`config.mk`:
```
export PLATFORM = sky130hd
export DESIGN_NAME = teclado_cajero
export DESIGN_NICKNAME = d
export VERILOG_FILES = /design/src/rtl/teclado_cajero.sv
export SDC_FILE = /design/constraint.sdc
export NUM_CORES = 1
export LEC_CHECK = 0
export ABC_AREA = 1
export CAP_MARGIN = 30
export CORE_MARGIN = 1
export CORE_UTILIZATION = 38
export CTS_CLUSTER_DIAMETER = 150
export DETAILED_ROUTE_END_ITERATION = 6
export PLACE_DENSITY = 0.52
export RECOVER_POWER = 50
export SYNTH_ARGS = -nofsm -noshare
export SYNTH_HDL_FRONTEND = slang
export SYNTH_SLANG_ARGS = --single-unit
```
`constraint.sdc`:
```
create_clock -name CLK -period 7.2 [get_ports CLK]
set_input_delay 1.44 -clock CLK [delete_from_list [all_inputs] [get_ports CLK]]
set_output_delay 1.44 -clock CLK [all_outputs]
set_load 0.02 [all_outputs]
```
`src/rtl/teclado_cajero.sv`:
```
// Keypad front-end for the ATM controller: turns debounced key presses into
// registered PIN digit strobes, a decimal-accumulated amount, cancel and overflow pulses.
module teclado_cajero #(
    parameter int MAX_DIGITOS = 9,
    parameter int ANCHO_MONTO = 32
) (
    input  logic                   CLK,
    input  logic                   RESET,
    input  logic                   TECLA_VALIDA,
    input  logic [3:0]             TECLA,
    input  logic                   ESPERANDO_MONTO,
    input  logic                   BLOQUEO,
    output logic [3:0]             DIGITO,
    output logic                   DIGITO_STB,
    output logic [ANCHO_MONTO-1:0] MONTO,
    output logic                   MONTO_STB,
    output logic                   CANCELAR_STB,
    output logic                   DESBORDE
);

    localparam int CW = $clog2(MAX_DIGITOS + 1);

    localparam logic [3:0] K_ENTER    = 4'hA;
    localparam logic [3:0] K_BORRAR   = 4'hB;
    localparam logic [3:0] K_CANCELAR = 4'hC;

    typedef enum logic {ESPERA_PIN, ACUM_MONTO} estado_t;

    estado_t                estado_q, estado_d;
    logic [ANCHO_MONTO-1:0] acc_q, acc_d;
    logic [CW-1:0]          cnt_q, cnt_d;
    logic                   valida_prev_q;
    logic [3:0]             digito_q, digito_d;
    logic [ANCHO_MONTO-1:0] monto_q, monto_d;
    logic                   digito_stb_q, digito_stb_d;
    logic                   monto_stb_q, monto_stb_d;
    logic                   cancelar_stb_q, cancelar_stb_d;
    logic                   desborde_q, desborde_d;

    logic                   evento;
    logic                   es_digito;
    logic [ANCHO_MONTO-1:0] base_acc;
    logic [CW-1:0]          base_cnt;
    logic [ANCHO_MONTO-1:0] acc_x10;

    always_comb begin
        estado_d       = ESPERANDO_MONTO ? ACUM_MONTO : ESPERA_PIN;
        evento         = TECLA_VALIDA & ~valida_prev_q & ~BLOQUEO;
        es_digito      = (TECLA <= 4'd9);
        // A 0->1 mode change starts the amount from zero even on a coincident digit.
        base_acc       = (estado_q == ACUM_MONTO) ? acc_q : '0;
        base_cnt       = (estado_q == ACUM_MONTO) ? cnt_q : '0;
        acc_x10        = (base_acc << 3) + (base_acc << 1) + ANCHO_MONTO'(TECLA);
        acc_d          = ESPERANDO_MONTO ? base_acc : '0;
        cnt_d          = ESPERANDO_MONTO ? base_cnt : '0;
        digito_d       = digito_q;
        monto_d        = monto_q;
        digito_stb_d   = 1'b0;
        monto_stb_d    = 1'b0;
        cancelar_stb_d = 1'b0;
        desborde_d     = 1'b0;

        if (evento) begin
            if (!ESPERANDO_MONTO) begin
                if (es_digito) begin
                    digito_d     = TECLA;
                    digito_stb_d = 1'b1;
                end else if (TECLA == K_CANCELAR) begin
                    cancelar_stb_d = 1'b1;
                end
            end else if (es_digito) begin
                if (base_cnt < CW'(MAX_DIGITOS)) begin
                    acc_d = acc_x10;
                    cnt_d = base_cnt + 1'b1;
                end else begin
                    desborde_d = 1'b1;
                end
            end else begin
                case (TECLA)
                    K_ENTER: begin
                        if (base_cnt != '0) begin
                            monto_d     = base_acc;
                            monto_stb_d = 1'b1;
                            acc_d       = '0;
                            cnt_d       = '0;
                        end
                    end
                    K_BORRAR: begin
                        acc_d = '0;
                        cnt_d = '0;
                    end
                    K_CANCELAR: begin
                        acc_d          = '0;
                        cnt_d          = '0;
                        cancelar_stb_d = 1'b1;
                    end
                    default: ;
                endcase
            end
        end
    end

    // valida_prev resets high so a key held across reset release is not an event.
    always_ff @(posedge CLK or posedge RESET) begin
        if (RESET) begin
            estado_q       <= ESPERA_PIN;
            acc_q          <= '0;
            cnt_q          <= '0;
            valida_prev_q  <= 1'b1;
            digito_q       <= '0;
            monto_q        <= '0;
            digito_stb_q   <= 1'b0;
            monto_stb_q    <= 1'b0;
            cancelar_stb_q <= 1'b0;
            desborde_q     <= 1'b0;
        end else begin
            estado_q       <= estado_d;
            acc_q          <= acc_d;
            cnt_q          <= cnt_d;
            valida_prev_q  <= TECLA_VALIDA;
            digito_q       <= digito_d;
            monto_q        <= monto_d;
            digito_stb_q   <= digito_stb_d;
            monto_stb_q    <= monto_stb_d;
            cancelar_stb_q <= cancelar_stb_d;
            desborde_q     <= desborde_d;
        end
    end

    assign DIGITO       = digito_q;
    assign DIGITO_STB   = digito_stb_q;
    assign MONTO        = monto_q;
    assign MONTO_STB    = monto_stb_q;
    assign CANCELAR_STB = cancelar_stb_q;
    assign DESBORDE     = desborde_q;

endmodule

```
==> results.py <==
metrics = {
    "run_status": {
        "status": "finished, final reports clean",
    },
    "worst_setup_path": {
        "path_cells": "clkdlybuf4s50_1 -> clkbuf_1 -> inv_1 -> nor2_4 -> nand2_2 -> inv_2 -> nand3_1 -> o311ai_1",
        "critPathSlowestCell": "clkbuf_1",
        "cp_num_cells": 8,
        "required_ps": 7440,
        "crit_family": "buffers and inverters",
        "worstPathMaxFanout": 23,
        "end_kind": "register",
        "path_class": "primary input to register",
        "path_buf_inv": 4,
        "ff2ff_path_depth": 19,
        "slowest_delay_ps": 820,
        "crit_arrival_ps": 4930,
        "worstSetupStartpointType": "primary input",
    },
    "timing": {
        "slew_violations": 0,
        "worst_slack_ps": 2510,
        "final.setup.tns_ps": 0,
        "fmax_mhz": 213,
        "relSlewSlack": 0.0925,
        "tightest_slew_ps": 1360,
        "skew_ps": 7.53,
        "whs_ps": 480,
        "post-route-period-util": 0.652,
        "finalSetupViolCount": 0,
        "period_minus_slack_ps": 4690,
        "grt_setup_unrepaired": "no",
        "hold_violations": 0,
    },
    "layout": {
        "fin_area_um2": 6970,
        "multi_input_area_um2": 3420,
        "final_core_util": 0.457,
        "nFillCells": 1573,
        "syn_to_final_growth_pct": 16.8,
        "layout-drive-gt1-share": 0.0460,
        "regArea_um2": 1950,
        "final_cells": 1124,
        "nets": 980,
        "n_antenna_cell": 0,
    },
    "clock_tree": {
        "cts_sinks": 78,
        "cts_buffers": 9,
        "postCtsSetupRepairBufs": 0,
        "root_buffer": "clkbuf_16",
        "clk_latency_ps": 340,
        "cts_resized": 0,
        "clkTransAtPathRegs_ps": 60,
        "max-clock-path-buffers": 2,
        "h-tree-depth": 3,
        "cts_tree": "built",
        "hold_buffers": 0,
    },
    "power_and_ir_drop": {
        "seqPwrFrac": 0.447,
        "powerDensity_nw_per_um2": 145,
        "p_sw_uw": 248,
        "total_power_mw": 1.01,
        "internal_power_uw": 762,
        "p_leak_nw": 3.99,
        "swShare": 0.245,
        "combPwrFrac": 0.083,
        "clkPwrFrac": 0.471,
        "ir_worst_vdd_mv": 0.104,
    },
    "synthesis": {
        "ys_seq_elements": 78,
        "syn_inst": 863,
        "synth_nets": 935,
        "synth.distinct_cells": 41,
        "synth_edf_count": 0,
        "synth_area_per_cell_um2": 6.91,
        "ys.flop_type": "dfrtp_1",
        "ys_seq_area_frac": 0.327,
        "async_flop_share": 1.00,
        "synth_area_um2": 5960,
        "yosys_warnings": 0,
    },
    "placement": {
        "dp_hpwl_mm": 13.4,
        "place_ws_ps": 2800,
        "place_area_um2": 6650,
        "place_inst": 1107,
        "place_congestion": 0.971,
        "port_buffers": 48,
    },
    "global_routing": {
        "antenna_found_initial": 0,
        "grt_max_degree": 65,
        "grt_overflow": 0,
        "grt.total_usage": 0.229,
        "grt_pass1_wl_mm": 28.6,
        "grt_pass1_vias": 5546,
    },
    "detailed_routing": {
        "remaining_drc_errors": 0,
        "totalWireLength_mm": 17.3,
        "wire_per_inst_um": 15.4,
        "drt-initial-drc-count": 471,
        "dr.pass1.iters": 5,
        "via_per_inst": 5.03,
        "ant_nets": 0,
        "vias": 5651,
    },
    "die": {
        "die_area_um2": 16200,
        "start_util": 0.391,
        "core_um2": 15300,
        "rows": 45,
        "dieWidth_um": 127,
        "dieHeight_um": 127,
        "pin_count": 49,
    },
    "flow_run": {
        "drv_cap": 0,
    },
    "min_path": {
        "hold_class": "register to register",
        "hold_depth": 2,
    },
}
area by class of cell:
| type | count | share of cell area |
|---|---|---|
| multi-input cells | 640 | 0.491 |
| flip-flops and latches | 78 | 0.280 |
| repair buffers | 53 | 0.0779 |
| inverters | 126 | 0.0681 |
| clock buffers | 11 | 0.0363 |
| clock inverters | 5 | 0.00808 |
| well taps | 211 | 0.0379 |
cells in the mapped netlist (all sizes together), types with 3 or more instances:
cell type / n / share of area
or2: 3 / 0.0031
inv: 126 / 0.079
nor2: 69 / 0.046
ha: 62 / 0.13
xor2: 3 / 0.0044
nand3: 46 / 0.039
clkbuf: 6 / 0.0038
nand2: 304 / 0.19
and2: 4 / 0.0042
o21ai: 53 / 0.045
a211oi: 11 / 0.014
dfrtp: 77 / 0.32
o21bai: 10 / 0.013
nor3: 13 / 0.017
o31ai: 6 / 0.0076
nand4: 6 / 0.0063
buf: 13 / 0.015
a21oi: 34 / 0.029
kinds of logic (layout without fill, tap and decap cells):
family / after synthesis / count (layout) / synth area share
adder cells (fa/ha/maj): 63 / 63 / 0.133
AO/OA/AOI/OAI: 122 / 122 / 0.118
XOR/XNOR: 4 / 4 / 0.00587
buffers and inverters: 145 / 195 / 0.0984
AND/OR/NAND/NOR: 449 / 449 / 0.313
flip-flops: 78 / 78 / 0.327
multiplexers: 2 / 2 / 0.00378
cell usage in the layout, fill, tap and decap left out, types with 2 or more instances in the layout:
cell               n
dlygate4sd3_1     19
nor3_1            10
a21oi_1           34
o21ai_1           35
nand4_1            6
nand3b_1           2
mux2_1             2
nand3_1           46
a211oi_1          11
nor2_4             2
dfrtp_1           77
clkdlybuf4s50_1   29
clkbuf_8           2
a31oi_1            2
inv_1            118
or2_2              2
o21ai_0           17
o31ai_1            6
clkinv_2           2
nand2_2            5
inv_2              7
and2_1             4
nor3_4             3
ha_1              62
clkbuf_16          9
nor2_1            66
nand2_1          299
xor2_1             3
o21bai_1          10
o311ai_1           2
clkbuf_1           2
a21o_1             2
per-layer routing:
| metal | GRT usage | wire length (um) |
|---|---|---|
| met1 | 0.345 | 9220 |
| met4 | 0.0686 | 269 |
| met2 | 0.336 | 7100 |
| met5 | 0 | 0 |
| met3 | 0.0331 | 730 |
registers in the layout, indices dropped and copies added, names as in the netlist:
signal         flops
valida_prev_q      1
MONTO_STB          1
estado_q           1
DIGITO             4
CANCELAR_STB       1
acc_q             32
cnt_q              4
DIGITO_STB         1
DESBORDE           1
MONTO             32
power by group through the flow:
stage,Sequential (mW),Clock (mW),Combinational (mW)
6_report,0.451,0.476,0.0835
5_1_grt,0.452,0.506,0.0933
4_1_cts,0.451,0.488,0.0860
3_5_place_dp,0.459,0,0.0856
3_3_place_gp,0.459,0,0.0830
2_1_floorplan,0.468,0,0.0394
worst paths after layout:
kind / start / to / slack [ps]
max in group asynchronous: RESET / valida_prev_q / 4230
setup / recovery: ESPERANDO_MONTO / acc_q[15] / 2510
setup reg to reg: estado_q / acc_q[30] / 3770
min in group asynchronous: RESET / MONTO[26] / 2020
hold / removal: MONTO[16] / MONTO[16] / 480
hold reg to reg: MONTO[16] / MONTO[16] / 480
worst register-to-register path, stage by stage (launching register included):
cell,delay [ps]
dfrtp_1,320
buf_4,390
nand2_1,290
xor2_1,200
inv_1,70
ha_1,290
inv_1,60
fa_1,450
inv_1,130
nand3_1,110
nand3_1,170
nand2_1,100
nand2_1,130
nand2_1,60
nand2_1,120
nand4_1,130
nand2_1,110
nand2_1,50
nand3_1,90
nand2_1,60
(Power assumes the default switching activity.)
